File: src/rtl/mat_vec_mul.sv
// mat_vec_mul: sequential SIZE x SIZE matrix times SIZE-vector multiplier, one column per cycle.
// Ports:
//   clk     - clock, all state updates on the rising edge
//   reset   - asynchronous active-high reset, aborts any computation
//   start   - latch operands and begin; accepted only when idle or done
//   mtx_in  - matrix operand, mtx_in[i][j] is row i column j, unsigned 8-bit
//   vec_in  - vector operand, unsigned 8-bit elements
//   vec_out - accumulators, vec_out[i] = sum_j M[i][j]*V[j] mod 2^17, valid while done=1
//   done    - sticky result-valid flag, cleared by the next accepted start
module mat_vec_mul #(
    parameter int SIZE = 2
) (
    input  logic        clk,
    input  logic        reset,
    input  logic        start,
    input  logic [7:0]  mtx_in  [SIZE][SIZE],
    input  logic [7:0]  vec_in  [SIZE],
    output logic [16:0] vec_out [SIZE],
    output logic        done
);
    localparam int CW = SIZE > 1 ? $clog2(SIZE) : 1;
    localparam logic [CW-1:0] LAST = CW'(SIZE - 1);
    typedef enum logic [1:0] {IDLE, COMPUTE, DONE} state_t;
    state_t        state;
    logic [7:0]    m [SIZE][SIZE];
    logic [7:0]    v [SIZE];
    logic [CW-1:0] col;
    always_ff @(posedge clk or posedge reset) begin
        if (reset) begin
            state <= IDLE;
            done  <= 1'b0;
            col   <= '0;
            for (int i = 0; i < SIZE; i++) begin
                v[i]       <= '0;
                vec_out[i] <= '0;
                for (int j = 0; j < SIZE; j++) m[i][j] <= '0;
            end
        end else begin
            case (state)
                COMPUTE: begin
                    // All rows consume column col in parallel; the 17-bit sum wraps for SIZE > 2.
                    for (int i = 0; i < SIZE; i++)
                        vec_out[i] <= vec_out[i] + 17'(m[i][col]) * 17'(v[col]);
                    col <= col == LAST ? '0 : col + 1'b1;
                    if (col == LAST) begin
                        state <= DONE;
                        done  <= 1'b1;
                    end
                end
                default: begin
                    // IDLE and DONE both accept start; operands are snapshotted so inputs may change freely.
                    if (start) begin
                        m     <= mtx_in;
                        v     <= vec_in;
                        col   <= '0;
                        done  <= 1'b0;
                        state <= COMPUTE;
                        for (int i = 0; i < SIZE; i++) vec_out[i] <= '0;
                    end
                end
            endcase
        end
    end
endmodule

File: config.mk
export PLATFORM = sky130hd
export DESIGN_NAME = mat_vec_mul
export DESIGN_NICKNAME = d
export VERILOG_FILES = /design/src/rtl/mat_vec_mul.sv
export SDC_FILE = /design/constraint.sdc
export NUM_CORES = 1
export LEC_CHECK = 0
export ABC_CLOCK_PERIOD_IN_PS = 7000
export CORE_MARGIN = 2
export CORE_UTILIZATION = 57
export CTS_CLUSTER_DIAMETER = 40
export DETAILED_ROUTE_END_ITERATION = 10
export PLACE_DENSITY = 0.82
export SYNTH_ARGS = -nofsm -noshare
export SYNTH_HDL_FRONTEND = slang
export SYNTH_SLANG_ARGS = --single-unit
export TNS_END_PERCENT = 30
File: constraint.sdc
create_clock -name clk -period 7 [get_ports clk]
set_clock_uncertainty 0.05 [all_clocks]
set_input_delay 1.4 -clock clk [delete_from_list [all_inputs] [get_ports clk]]
set_output_delay 1.4 -clock clk [all_outputs]
set_load 0.005 [all_outputs]
==> impl_results.md <==
- Clk root buf: clkbuf_16
- Postcts setup bufs: 0
- Clock latency on the worst-skew pair: 360 ps
- Syn Area/Cell: 9.44 um^2
- Max_cap viols: 0
- Post-synth ARST share: 100%
- Core Box Area: 0.0151 mm^2
- Area Overhead vs Synth: 15.7%
- CTS H-tree depth: 3
- CTS tree: done
- Synth Cell Area: 0.00873 mm^2
- Busiest grt layer: met2
- Die ar.: 0.0163 mm^2
- Number of hold buffers added after CTS: 0
- Number of buffers added on ports: 85
- Initial Util: 57.8%
- Setup violators final: 0
- Syn nets: 1151
- CP delay by family, top: adder cells
- Most numerous cell in the Yosys netlist: inv_1
- Vias/cell: 5.64
- CTS max path bufs: 2
- Final hold vios: 0
- CP dominant cell by count: fa_1
- Core Util, Final: 66.9%
- Register area share after synthesis: 24.4%
- First-pass GRT wire length: 34800 um
- FP Rows: 45
- # fillers: 1173
- Die H: 128 um
- CTS Buf Count: 9
- Crit share post-route: 81.6%
- Clk sink count: 85
- Met3 GRT Util: 4.67%
- Final hold slack: 461 ps
- Worst-Margin Slew: 1160 ps
- WP buf/inv: 2
- First-pass iteration count of the detailed router: 5
- GRT overflow: 0
- Synth Register Bits: 85
- Crit path largest cell delay: 980 ps
- Status: finished, final reports clean
- Vias in the first global route: 6962
- Worst Path Max Fanout: 24
- RSZ-0062 raised after global routing: no
- CP startpoint kind: register
- CP Cell Sequence: mux2i_1, nor2_1, fa_1, fa_1, fa_1, inv_1, fa_1, inv_1, ha_1, nand4_1, a21boi_0, o21ai_0, nor3b_1, o41ai_1
- Met1 Usage GRT: 38.4%
- Routability cong.: 0.921
- HP Class: reg -> reg
- Ant. Diodes: 0
- Post-synth top cells: inv_1 (205), fa_1 (100), dfrtp_1 (85)
- Arr. time, crit path: 5910 ps
- Top cell type's share of synthesized area: 24.4%
- Largest net degree at the start of global routing: 86
- Post-route DRC: 0
- Non-Filler Cell Area, Final: 0.0101 mm^2
- Drt total wl: 20500 um
- Max Slew Vio Count: 0
- Top cells by area, synth: dfrtp_1 (24%), fa_1 (23%), ha_1 (11%)
- Via count: 6729
- Synth warn: 0
- F_max: 175 MHz
- Share of cells above drive strength 1: 10.3%
- Sum Neg Setup Slack: 0 ps
- Synth area leader: dfrtp_1
- DRT antenna net count: 0
- DP Area: 0.00977 mm^2
- Post-Syn Instances: 924
- Met2 Use GR: 42.7%
- # resized after CTS: 0
- # nets final: 1228
- Initial drt markers: 489
- Worst-path clk slew: 70 ps
- Distinct cells, synth: 53
- Worst endpoint required time: 7200 ps
- Post-layout min period: 5710 ps
- Worst setup path category: reg -> reg
- DP HPWL: 15400 um
- Slowest stage cell, crit path: mux2i_1
- Antenna violations before repair: 0
- Post-synth EDFFs: 0
- Die Wd: 128 um
- IO Count: 86
- Global-route usage over all layers: 27.3%
- Max-slew headroom: 22.5%
- Critical Path End Type: register
- WL/cell: 17.2 um
- Main synth FF type: dfrtp_1
worst reg2reg max path, stage by stage, from the launching register on:
cell and delay, ps:
dfrtp_2 760, mux2i_1 1000, nor2_1 180, fa_1 460
fa_1 480, fa_1 540, inv_1 50, fa_1 490
inv_1 60, ha_1 360, nand4_1 180, a21boi_0 270
o21ai_0 200, nor3b_1 190, o41ai_1 330
flip-flops by register name, indices dropped and copies added (netlist names):
register	flops
done	1
state	1
col	1
v	16
vec_out	34
m	32
layer usage:
layer | up-vias | part of all wire [%]
met5 | - | 0
met4 | 0 | 2.4
met3 | 36 | 7.2
met2 | 280 | 47
met1 | 3316 | 44
li1 | 3097 | -
cells by family after synthesis:
kind of cell | share of synthesized area [%]
buffers and inverters | 10.2
flip-flops | 24.4
XOR/XNOR | 1.41
AO/OA/AOI/OAI | 7.96
adder cells (fa/ha/maj) | 33.8
AND/OR/NAND/NOR | 11.6
multiplexers | 10.7
layout make-up:
type	count	area, um^2	area share, %
multi-input combinational	605	5720	56.6
sequential	85	2130	21.1
timing repair buffer	94	918	9.10
inverter	206	774	7.67
tap	188	235	2.33
clock buffer	9	225	2.23
clock inverter	7	98.8	0.979
cells in the final DEF (no fill, tap or decap), drive strengths merged, types with 16 or more instances in the layout:
| cell type | count |
|---|---|
| inv | 205 |
| fa | 100 |
| clkdlybuf4s50 | 85 |
| dfrtp | 85 |
| nor2 | 81 |
| nand2 | 77 |
| ha | 76 |
| mux2 | 65 |
| nand3 | 27 |
| o31ai | 21 |
| o21ai | 21 |
| mux2i | 20 |
| a21oi | 16 |
metrics by stage:
stage	instances	setup slack, ps
floorplan	924	1970
global placement	1178	1550
detailed placement	1178	1390
CTS	1194	1360
global route	1194	939
finish	1194	1290
path summary, 6_finish.rpt:
kind / slack (ps) / endpoint / start / cells past startpoint
max: 1290 / vec_out[27]$_DFFE_PP0P_ / col$_DFFE_PP0P_ / 14
min: 460 / v[8]$_DFFE_PP0P_ / v[8]$_DFFE_PP0P_ / 1
max in group asynchronous: 4410 / col$_DFFE_PP0P_ / reset / 3
max reg2reg: 1290 / vec_out[27]$_DFFE_PP0P_ / col$_DFFE_PP0P_ / 14
min reg2reg: 460 / v[8]$_DFFE_PP0P_ / v[8]$_DFFE_PP0P_ / 1
min in group asynchronous: 1640 / m[29]$_DFFE_PP0P_ / reset / 3
Power is not shown: default switching activity piles up to over one toggle a cycle in this logic, so the estimate is an artifact.
